<file path="src/rtl/cam_core.sv">
// cam_core: key/value CAM with true-LRU replacement; ports clk, rst_n, valid_i, rw_n_i, key_i, val_i -> valid_o, val_o (one-cycle read latency)
module cam_core #(
  parameter int NUM_ENTRIES = 8,
  parameter int KEY_WIDTH   = 16,
  parameter int DATA_WIDTH  = 16
) (
  input  logic                  clk,
  input  logic                  rst_n,
  input  logic                  valid_i,
  input  logic                  rw_n_i,
  input  logic [KEY_WIDTH-1:0]  key_i,
  input  logic [DATA_WIDTH-1:0] val_i,
  output logic                  valid_o,
  output logic [DATA_WIDTH-1:0] val_o
);
  localparam int AW = NUM_ENTRIES > 1 ? $clog2(NUM_ENTRIES) : 1;
  logic [NUM_ENTRIES-1:0] vld;
  logic [KEY_WIDTH-1:0]   keys [NUM_ENTRIES];
  logic [DATA_WIDTH-1:0]  vals [NUM_ENTRIES];
  // rank 0 = LRU, rank NUM_ENTRIES-1 = MRU; ranks always form a permutation
  logic [AW-1:0]          rank [NUM_ENTRIES];
  logic                   hit, has_free, touch, rd_hit;
  logic [AW-1:0]          hit_idx, free_idx, lru_idx, tgt;
  always_comb begin
    hit = 1'b0;
    has_free = 1'b0;
    hit_idx = '0;
    free_idx = '0;
    lru_idx = '0;
    for (int i = NUM_ENTRIES - 1; i >= 0; i--) begin
      if (vld[i] && keys[i] == key_i) begin
        hit = 1'b1;
        hit_idx = AW'(i);
      end
      if (!vld[i]) begin
        has_free = 1'b1;
        free_idx = AW'(i);
      end
      if (rank[i] == '0) lru_idx = AW'(i);
    end
    tgt = hit ? hit_idx : has_free ? free_idx : lru_idx;
    rd_hit = valid_i && rw_n_i && hit;
    touch = valid_i && (!rw_n_i || hit);
  end
  always_ff @(posedge clk) begin
    if (!rst_n) begin
      vld <= '0;
      valid_o <= 1'b0;
      val_o <= '0;
      for (int i = 0; i < NUM_ENTRIES; i++) rank[i] <= AW'(i);
    end else begin
      valid_o <= rd_hit;
      val_o <= rd_hit ? vals[hit_idx] : '0;
      if (valid_i && !rw_n_i) begin
        vld[tgt] <= 1'b1;
        keys[tgt] <= key_i;
        vals[tgt] <= val_i;
      end
      if (touch)
        for (int i = 0; i < NUM_ENTRIES; i++)
          rank[i] <= AW'(i) == tgt ? AW'(NUM_ENTRIES - 1) :
                     rank[i] > rank[tgt] ? rank[i] - AW'(1) : rank[i];
    end
  end
endmodule

</file>
<file path="config.mk">
export PLATFORM = sky130hd
export DESIGN_NAME = cam_core
export DESIGN_NICKNAME = d
export VERILOG_FILES = /design/src/rtl/cam_core.sv
export SDC_FILE = /design/constraint.sdc
export NUM_CORES = 1
export LEC_CHECK = 0
export CORE_MARGIN = 4
export CORE_UTILIZATION = 55
export CTS_BUF_LIST = sky130_fd_sc_hd__clkbuf_8
export CTS_CLUSTER_DIAMETER = 50
export DETAILED_ROUTE_END_ITERATION = 10
export PLACE_DENSITY = 0.73
export RECOVER_POWER = 100
export SLEW_MARGIN = 10
export SYNTH_ARGS = -nofsm -noshare
export SYNTH_HDL_FRONTEND = slang
export SYNTH_SLANG_ARGS = --single-unit
</file>
<file path="constraint.sdc">
create_clock -name clk -period 7.7 [get_ports clk]
set_input_delay 1.155 -clock clk [delete_from_list [all_inputs] [get_ports clk]]
set_output_delay 1.155 -clock clk [all_outputs]
set_load 0.01 [all_outputs]
</file>
==> summary.md <==
| Metric | Value |
|---|---|
| Largest net degree at the start of global routing | `65` |
| Internal | `0.00270 W` |
| Total global-route track usage | `21.3%` |
| Io pins | `53` |
| Max-cap viol count | `2` |
| CP Launch Point | `key_i[11]` |
| GP Congestion | `0.897` |
| Pre-antenna DRT Iters | `7` |
| Leakage | `5.47 nW` |
| Chip height | `166 µm` |
| Synthesized instance count | `997` |
| Largest area contributor in the netlist | `edfxtp_1` |
| Worst slew pin tran | `2.05 ns` |
| CTS Sinks | `305` |
| Area after DPL | `14,800 µm²` |
| Predominant post-synthesis flop cell | `edfxtp_1` |
| Synth unique cells | `64` |
| Failing checks | `max-capacitance violations, max-slew violations` |
| Cell area after synthesis | `13,800 µm²` |
| Crit path kind | `input pin to register` |
| Initial Util | `56.3%` |
| Row cnt | `57` |
| R2R cell count | `15` |
| Worst-path clk slew | `0.06 ns` |
| Max H-tree Level | `2` |
| Setup TNS | `0 ns` |
| Pre-CTS setup slack | `0.874 ns` |
| Setup repair after global routing missed its margin | `no` |
| Fill cells | `1,882` |
| Async S/R FF share, synth | `0%` |
| Startpoint types | `input pin` |
| Post-Syn Area per Cell | `13.8 µm²` |
| IO buf count | `52` |
| Antenna Nets Post-Route | `0` |
| CTS Hold Bufs | `0` |
| Final Cell Area | `15,600 µm²` |
| Number of global-route vias before repair | `8,279` |
| Synthesis-to-finish area growth | `13.5%` |
| Drt via density | `5.68` |
| HP Start | `vld[3]` |
| Cts repair resizes | `0` |
| Final core occ | `64.0%` |
| Worst Setup End Kind | `register` |
| DR WL/cell | `20.5 µm` |
| Sequential area share after synthesis | `64.7%` |
| Clock buffer depth | `3` |
| Antenna violations before repair | `1` |
| Post-Route WL | `29,700 µm` |
| FF+latch count, synth | `305` |
| Max Clock Skew | `0.0142 ns` |
| Clk root buf | `clkbuf_8` |
| Die ar. | `27,700 µm²` |
| CTS tree | `yes` |
| VDD IR max | `0.133 mV` |
| Yosys warns | `0` |
| Top post-synthesis cells by area | `edfxtp_1 (61%), xnor2_1 (6.7%), mux2i_1 (4.9%), dfxtp_1 (3.6%), ha_1 (2.9%)` |
| Skew-Pair Late Insertion Delay | `0.55 ns` |
| Die width | `166 µm` |
| Critical path endpoint | `rank[5][0]` |
| Nets | `1,153` |
| Sequential group share of total power | `53.3%` |
| Worst-path maximum fanout | `12` |
| Cells after DPL | `1,357` |
| Most common cell after layout, fill and taps aside | `edfxtp_1` |
| Run status | `finished, violations left` |
| Post-route minimum period | `6.70 ns` |
| FMAX | `149 MHz` |
| Drt drc | `0` |
| Psw | `0.000788 W` |
| Power per Cell Area | `223 nW/µm²` |
| Core Box Area | `24,500 µm²` |
| TritonCTS Buffers | `50` |
| Setup ws final | `1.00 ns` |
| DP Wirelength | `18,800 µm` |
| Flop-to-flop setup slack | `2.39 ns` |
| Switching Share | `22.6%` |
| Reg-to-reg critical path startpoint | `keys[6][2]` |
| Final hold vios | `0` |
| Total grt overflow | `0` |
| EDFF count, synth | `280` |
| Slew margin rel. | `-36.7%` |
| Setup violations, final | `0` |
| Share of post-route cells with drive strength above 1 | `10.2%` |
| Final Cycle Share | `87.0%` |
| Worst hold path type | `register to register` |
| Syn Nets | `1,065` |
| CP arrival | `6.92 ns` |
| Share of the synthesized area in the top cell type | `61.0%` |
| First-pass GRT wire length | `46,500 µm` |
| Post-CTS Setup Bufs | `0` |
| Worst path required time | `7.92 ns` |
| Non-Filler Instances | `1,447` |
| Clock group share of total power | `39.0%` |
| Vias | `8,226` |
| DRT iter0 DRCs | `560` |
| Commonest cells after routing, fill and taps aside | `edfxtp_1 (280), xnor2_1 (106), nand2_1 (101)` |
| Reg2reg end | `rank[5][0]` |
| Max-slew violation count | `82` |
| Logic pwr share | `7.7%` |
worst max-delay path: stages:
cell	delay, ns
dlygate4sd3_1	0.66
clkbuf_1	0.55
xor2_1	0.14
nor4_1	0.71
nand4_1	0.23
o22ai_1	0.47
and4b_1	0.26
a31o_1	0.24
nor2_1	0.61
o211ai_1	0.19
o211ai_1	0.14
o21ai_0	0.10
buf_4	0.22
ha_1	0.30
or2_2	0.30
maj3_1	0.36
o22ai_1	0.30
how the worst min path moves through the flow:
stage,to,slack (ns),cells past startpoint
6_report,vld[3],0.50,1
4_1_cts,vld[3],0.50,1
5_1_grt,vld[3],0.54,1
3_3_place_gp,vld[3],0.48,1
2_1_floorplan,vld[2],0.46,1
3_5_place_dp,vld[3],0.49,1
sequential cells by signal, summed over array words and instances (netlist names):
register,flops
keys,128
vals,128
rank,24
val_o,16
vld,8
valid_o,1
synthesized netlist by cell type, drive strengths merged, types with 3 or more instances:
master	n
buf	28
nand3	26
xor2	30
o211ai	19
nor4	14
o21a	3
mux2	18
or2	11
nor2b	5
edfxtp	280
nand3b	5
or3	3
o22ai	10
nand2b	5
nand4	24
a21o	11
a31oi	8
nor3	8
a21oi	36
clkbuf	13
ha	32
a31o	3
mux2i	68
o2111ai	3
nand2	102
o21ai	12
a211oi	3
or4	5
nor2	21
xnor2	106
maj3	7
dfxtp	25
inv	26
and2	4
and3	4
metrics by stage:
stage                     hold WS [ns]  total power (W)
after floorplan                  0.465          0.00207
after global placement           0.481          0.00216
after detailed placement         0.493          0.00217
after CTS                        0.504          0.00352
after global routing             0.537          0.00364
final                            0.503          0.00349
area by class of cell:
class / instances / area (µm²) / area share [%]
flip-flops and latches: 305 / 8910 / 56.9
multi-input cells: 625 / 4620 / 29.5
clock buffers: 58 / 798 / 5.10
repair buffers: 77 / 639 / 4.09
well taps: 324 / 405 / 2.59
clock inverters: 31 / 178 / 1.14
inverters: 26 / 97.6 / 0.624
diodes: 1 / 2.50 / 0.0160
kinds of logic after synthesis:
family | after synthesis | share of synthesized area, %
compound gates | 122 | 5.84
xor+xnor | 136 | 8.64
fa+ha+maj | 39 | 3.46
simple gates | 242 | 8.76
mux | 86 | 6.50
flops | 305 | 64.7
buf+inv | 67 | 2.14
power groups by stage:
stage	Sequential, W	Combinational, W	Clock, W
final	0.00186	0.000269	0.00136
after CTS	0.00186	0.000277	0.00139
after global placement	0.00189	0.000267	0
after global routing	0.00186	0.000301	0.00148
after floorplan	0.00188	0.000188	0
after detailed placement	0.00189	0.000275	0
layer usage:
metal | wire (µm) | track usage (%) | vias up
met2 | 14200 | 34.7 | 242
li1 | - | - | 3876
met4 | 658 | 6.33 | 0
met3 | 1620 | 3.50 | 46
met1 | 13200 | 29.8 | 4062
met5 | 0 | 0 | -
Note: power is estimated with default switching activity, not from simulation.
